File: config.mk
export PLATFORM = sky130hd
export DESIGN_NAME = icache_direct
export DESIGN_NICKNAME = d
export VERILOG_FILES = /design/src/rtl/icache_direct.sv
export SDC_FILE = /design/constraint.sdc
export NUM_CORES = 1
export LEC_CHECK = 0
export CAP_MARGIN = 25
export CORE_MARGIN = 2
export CORE_UTILIZATION = 52
export DETAILED_ROUTE_END_ITERATION = 8
export DONT_BUFFER_PORTS = 1
export HOLD_SLACK_MARGIN = 0.15
export PLACE_DENSITY = 0.74
export SLEW_MARGIN = 0
export SYNTH_ARGS = -nofsm -noshare
export SYNTH_HDL_FRONTEND = slang
export SYNTH_SLANG_ARGS = --single-unit
File: constraint.sdc
create_clock -name CLK -period 7.45 [get_ports CLK]
set_input_delay 0.3725 -clock CLK [delete_from_list [all_inputs] [get_ports CLK]]
set_output_delay 0.3725 -clock CLK [all_outputs]
set_load 0.01 [all_outputs]
File: src/rtl/icache_direct.sv
// Direct-mapped, read-only instruction cache with 2-word blocks.
// Hits are served combinationally in IDLE. A miss fills word 0 and then
// word 1 over the iREN/iaddr/iload/iwait handshake. The frame only becomes
// valid once the whole block has arrived.
//
// state  | meaning
// IDLE   | serving hits; a miss latches tag/index and starts a fill
// FETCH0 | requesting word 0 of the missed block
// FETCH1 | requesting word 1; tag written and frame validated on completion
module icache_direct #(
  parameter int SETS = 8
) (
  input  logic        CLK,
  input  logic        nRST,
  input  logic        imemREN,
  input  logic [31:0] imemaddr,
  output logic        ihit,
  output logic [31:0] imemload,
  output logic        iREN,
  output logic [31:0] iaddr,
  input  logic        iwait,
  input  logic [31:0] iload
);

  localparam int IDXW = $clog2(SETS);
  localparam int TAGW = 32 - 3 - IDXW;

  typedef enum logic [1:0] {
    IDLE   = 2'd0,
    FETCH0 = 2'd1,
    FETCH1 = 2'd2
  } state_t;

  state_t          state_q;
  logic [SETS-1:0] valid_q;
  logic [TAGW-1:0] tag_q   [SETS];
  logic [31:0]     data0_q [SETS];
  logic [31:0]     data1_q [SETS];
  logic [TAGW-1:0] miss_tag_q;
  logic [IDXW-1:0] miss_idx_q;
  logic            iren_q;
  logic [31:0]     iaddr_q;

  logic [IDXW-1:0] req_idx;
  logic [TAGW-1:0] req_tag;
  logic            req_word;
  logic            hit;
  logic            unused_byte_offset;

  assign req_idx            = imemaddr[2+IDXW:3];
  assign req_tag            = imemaddr[31:3+IDXW];
  assign req_word           = imemaddr[2];
  assign unused_byte_offset = ^imemaddr[1:0];

  // Hit detection and read mux; the datapath sees the word in the same cycle.
  always_comb begin
    hit      = imemREN && (state_q == IDLE) && valid_q[req_idx]
               && (tag_q[req_idx] == req_tag);
    imemload = '0;
    if (hit) begin
      imemload = req_word ? data1_q[req_idx] : data0_q[req_idx];
    end
  end

  assign ihit  = hit;
  assign iREN  = iren_q;
  assign iaddr = iaddr_q;

  // Fill sequencer: miss registers, valid bits and the registered request
  // outputs. The fill address comes only from the miss registers, so the
  // datapath changing its fetch address mid-fill cannot redirect it.
  always_ff @(posedge CLK or negedge nRST) begin
    if (!nRST) begin
      state_q    <= IDLE;
      valid_q    <= '0;
      miss_tag_q <= '0;
      miss_idx_q <= '0;
      iren_q     <= 1'b0;
      iaddr_q    <= '0;
    end else begin
      case (state_q)
        IDLE: begin
          if (imemREN && !hit) begin
            miss_tag_q <= req_tag;
            miss_idx_q <= req_idx;
            iren_q     <= 1'b1;
            iaddr_q    <= {req_tag, req_idx, 3'b000};
            state_q    <= FETCH0;
          end
        end
        FETCH0: begin
          if (!iwait) begin
            valid_q[miss_idx_q] <= 1'b0;
            iaddr_q             <= {miss_tag_q, miss_idx_q, 3'b100};
            state_q             <= FETCH1;
          end
        end
        FETCH1: begin
          if (!iwait) begin
            valid_q[miss_idx_q] <= 1'b1;
            iren_q              <= 1'b0;
            iaddr_q             <= '0;
            state_q             <= IDLE;
          end
        end
        default: begin
          iren_q  <= 1'b0;
          iaddr_q <= '0;
          state_q <= IDLE;
        end
      endcase
    end
  end

  // Tag and data storage; no reset needed because valid bits gate every hit.
  always_ff @(posedge CLK) begin
    if (state_q == FETCH0 && !iwait) begin
      data0_q[miss_idx_q] <= iload;
    end
    if (state_q == FETCH1 && !iwait) begin
      data1_q[miss_idx_q] <= iload;
      tag_q[miss_idx_q]   <= miss_tag_q;
    end
  end

endmodule

==> summary.log <==
qor: outcome.status complete, no violations
qor: yosys.yosysWarnings 0
qor: finish.layout-area-overhead-vs-synth 12.8%
qor: critical_path.crit_path_max_fanout 168
qor: power.power.density 304 mW/mm²
qor: sta.clock-skew-final 0.0223 ns
qor: global_route.grt_antenna_before_repair 1
qor: power.p_leak 11.6 nW
qor: global_route.grt_overflow 0
qor: job.max_cap_viol_count 0
qor: yosys.yosys.cell_types.count 40
qor: clocking.clkSlewWorstSetupHoldPaths 0.06 ns
qor: drt.vias_per_cell 6.29
qor: sta.final-hold-violation-count 0
qor: floorplan.die_outline_width 249 µm
qor: global_route.first_global_vias 15900
qor: sta.worst-slew-pin-transition 0.974 ns
qor: sta.achievable-frequency 0.231 GHz
qor: global_route.global_route_wire_length_before_repair 102000 µm
qor: floorplan.std_cell_rows 89
qor: yosys.synth_seq_cells 789
qor: power.vdd_drop_max 188 µV
qor: critical_path.r2r_setup_slack 4.00 ns
qor: drt.detail_route.iter0.violations 1498
qor: yosys.yosysSeqAreaShare 74.6%
qor: clocking.tritoncts done
qor: drt.drtPass1Iterations 7
qor: floorplan.initial_core_util 52.8%
qor: floorplan.core_area 0.0592 mm²
qor: drt.totalWireLength 67600 µm
qor: sta.grt_setup_unrepaired false
qor: sta.finalCriticalPeriod 4.33 ns
qor: clocking.numClockSinks 789
qor: clocking.cts-htree-levels 3
qor: finish.n_fill_cell 4144
qor: critical_path.path_class in -> out
qor: drt.drc_markers 0
qor: finish.layout-drive-gt1-share 25.3%
qor: global_route.grt_usage 22.1%
qor: floorplan.pin_count 134
qor: sta.setup_viol 0
qor: yosys.top_post_synthesis_cells_by_area sky130_fd_sc_hd__edfxtp_1 69%, sky130_fd_sc_hd__mux4_2 14%, sky130_fd_sc_hd__dfrtp_1 5.5%
qor: drt.route.vias.total 15200
qor: yosys.syn-instance-count 1493
qor: clocking.post_cts_setup_inserts 0
qor: clocking.cts.root.buffer_cell sky130_fd_sc_hd__clkbuf_16
qor: floorplan.dieHeight 249 µm
qor: finish.nNetsFinal 1640
qor: place.placed_instances 2199
qor: yosys.cell_area_after_technology_mapping 0.0313 mm²
qor: finish.final_standard_cell_count_with_taps_included_and_fillers_excluded 2412
qor: sta.finalCritPeriodShare 58.1%
qor: clocking.max-clock-path-buffers 3
qor: power.report.power.total 10.7 mW
qor: clocking.postCtsHoldBufs 65
qor: critical_path.crit_required 7.08 ns
qor: clocking.cts.repair.resized 0
qor: sta.max_slew_margin 34.9%
qor: floorplan.design.die.area 0.0622 mm²
qor: drt.routed_wire_length_per_instance 28.0 µm
qor: critical_path.critical_path.startpoint_type primary input
qor: sta.setup-tns-final 0 ns
qor: place.gpl.final_weighted_congestion 0.729
qor: yosys.postSynthAreaPerCell 21.0 µm²
qor: global_route.grt_start_max_net_pins 192
qor: clocking.clock_latency 0.62 ns
qor: yosys.synth.top_cell.area_share 69.1%
qor: hold_path.holdCritPathClass in -> reg
qor: sta.final_max_slew_viol_count 0
qor: drt.antenna_left 0
qor: clocking.tritoncts.num_buffers 79
qor: critical_path.timing.critical_path.to_type primary output
qor: place.place.port_buffers 0
qor: place.detailedPlacementHpwl 32600 µm
qor: critical_path.cp.arrival 3.96 ns
qor: yosys.synth.largest_area_cell sky130_fd_sc_hd__edfxtp_1
cell usage after synthesis:
master                      number
sky130_fd_sc_hd__edfxtp_1      720
sky130_fd_sc_hd__mux4_2        200
sky130_fd_sc_hd__dfrtp_1        69
sky130_fd_sc_hd__mux2_2         57
sky130_fd_sc_hd__clkbuf_1       46
sky130_fd_sc_hd__mux2i_1        46
sky130_fd_sc_hd__o21ai_0        44
sky130_fd_sc_hd__nand2_1        39
sky130_fd_sc_hd__a22oi_1        36
sky130_fd_sc_hd__and2_1         33
sky130_fd_sc_hd__a211o_1        29
sky130_fd_sc_hd__and3_1         29
sky130_fd_sc_hd__nor2_1         25
sky130_fd_sc_hd__buf_2          20
sky130_fd_sc_hd__buf_1          16
sky130_fd_sc_hd__xnor2_1        16
sky130_fd_sc_hd__buf_4           7
sky130_fd_sc_hd__nor3_1          7
sky130_fd_sc_hd__xor2_1          7
sky130_fd_sc_hd__nor2b_1         6
sky130_fd_sc_hd__buf_6           5
sky130_fd_sc_hd__nand4_1         5
sky130_fd_sc_hd__nand2b_1        4
sky130_fd_sc_hd__inv_1           3
sky130_fd_sc_hd__nand3b_1        3
sky130_fd_sc_hd__a21o_1          2
sky130_fd_sc_hd__a21oi_1         2
sky130_fd_sc_hd__a221oi_1        2
sky130_fd_sc_hd__a22o_1          2
sky130_fd_sc_hd__nand3_1         2
sky130_fd_sc_hd__o21bai_1        2
sky130_fd_sc_hd__a2111oi_1       1
sky130_fd_sc_hd__conb_1          1
sky130_fd_sc_hd__nor2_2          1
sky130_fd_sc_hd__nor4_1          1
sky130_fd_sc_hd__nor4_4          1
sky130_fd_sc_hd__nor4b_1         1
sky130_fd_sc_hd__o21a_1          1
sky130_fd_sc_hd__o22ai_1         1
sky130_fd_sc_hd__or3_1           1
final timing paths:
kind	end	from	depth (start not counted)
worst min register to register	flip-flop	flip-flop	2
worst max-delay path	imemload[13]	imemaddr[4]	8
worst min-delay path	iaddr[25]	iwait	4
max in group asynchronous	iaddr[15]	nRST	2
min in group asynchronous	iaddr[24]	nRST	2
worst max register to register	state_q[0]	tag_q[7][0]	9
flip-flops by register name, summed over array words and instances (netlist names), named ones only:
| name | flops |
|---|---|
| data0_q | 256 |
| data1_q | 256 |
| miss_tag_q | 26 |
| iREN | 1 |
| tag_q | 208 |
| state_q | 1 |
| iaddr | 30 |
| miss_idx_q | 3 |
critical path: stages:
cell and delay [ns]:
sky130_fd_sc_hd__nor2b_1 0.71, sky130_fd_sc_hd__a22oi_1 0.22, sky130_fd_sc_hd__a21o_1 0.22, sky130_fd_sc_hd__a2111oi_1 0.54
sky130_fd_sc_hd__nand4_1 0.30, sky130_fd_sc_hd__nor4_4 0.37, sky130_fd_sc_hd__buf_4 0.68, sky130_fd_sc_hd__and2_1 0.29
final cells by class:
| class | count | area, µm² | share of cell area [%] |
|---|---|---|---|
| Timing Repair Buffer | 91 | 863 | 2.45 |
| Clock buffer | 101 | 2130 | 6.04 |
| Clock inverter | 46 | 355 | 1.01 |
| Antenna cell | 1 | 2.50 | 0.00709 |
| Sequential cell | 789 | 23300 | 66.1 |
| Multi-Input combinational cell | 608 | 7620 | 21.6 |
| Inverter | 3 | 11.3 | 0.0319 |
| Tap cell | 773 | 967 | 2.74 |
metal layers:
layer	wire, µm	global-route usage, %
met5	16	0
met3	6150	6.14
met1	27000	29.9
met2	33000	35.8
met4	1430	6.27
logic make-up after synthesis:
logic type / Yosys count / synth area share (%)
simple gates: 158 / 2.68
mux: 303 / 17.9
flops: 789 / 74.6
compound gates: 122 / 2.69
other cells: 1 / 0.0120
buf+inv: 97 / 1.45
xor+xnor: 23 / 0.644
power by group:
part | internal, mW | total (mW) | switching, mW | leakage (nW)
clock | 2.14 | 3.77 | 1.63 | 1.21
combinational | 0.537 | 1.17 | 0.630 | 3.09
sequential | 5.38 | 5.79 | 0.410 | 7.33
total | 8.06 | 10.7 | 2.67 | 11.6
cell usage in the layout, fill, tap and decap left out, types with 33 or more instances in the layout:
| master | n |
|---|---|
| sky130_fd_sc_hd__edfxtp_1 | 720 |
| sky130_fd_sc_hd__mux4_2 | 200 |
| sky130_fd_sc_hd__clkbuf_16 | 81 |
| sky130_fd_sc_hd__dfrtp_1 | 69 |
| sky130_fd_sc_hd__dlygate4sd3_1 | 64 |
| sky130_fd_sc_hd__mux2_2 | 57 |
| sky130_fd_sc_hd__mux2i_1 | 46 |
| sky130_fd_sc_hd__o21ai_0 | 44 |
| sky130_fd_sc_hd__nand2_1 | 39 |
| sky130_fd_sc_hd__a22oi_1 | 36 |
| sky130_fd_sc_hd__and2_1 | 33 |
per-stage QoR:
step | setup slack, ns | cell area [µm²] | hold WS [ns] | util, %
detailed placement | 3.37 | 32100 | 0.0790 | 54.2
CTS | 3.09 | 35300 | 0.165 | 59.6
finish | 3.12 | 35300 | 0.202 | 59.6
floorplan | 1.90 | 31300 | 0.0769 | -
global placement | 3.47 | 32100 | 0.0788 | 54.2
global route | 2.92 | 35300 | 0.207 | 59.6
No activity file was read; power rests on OpenSTA's default activity.
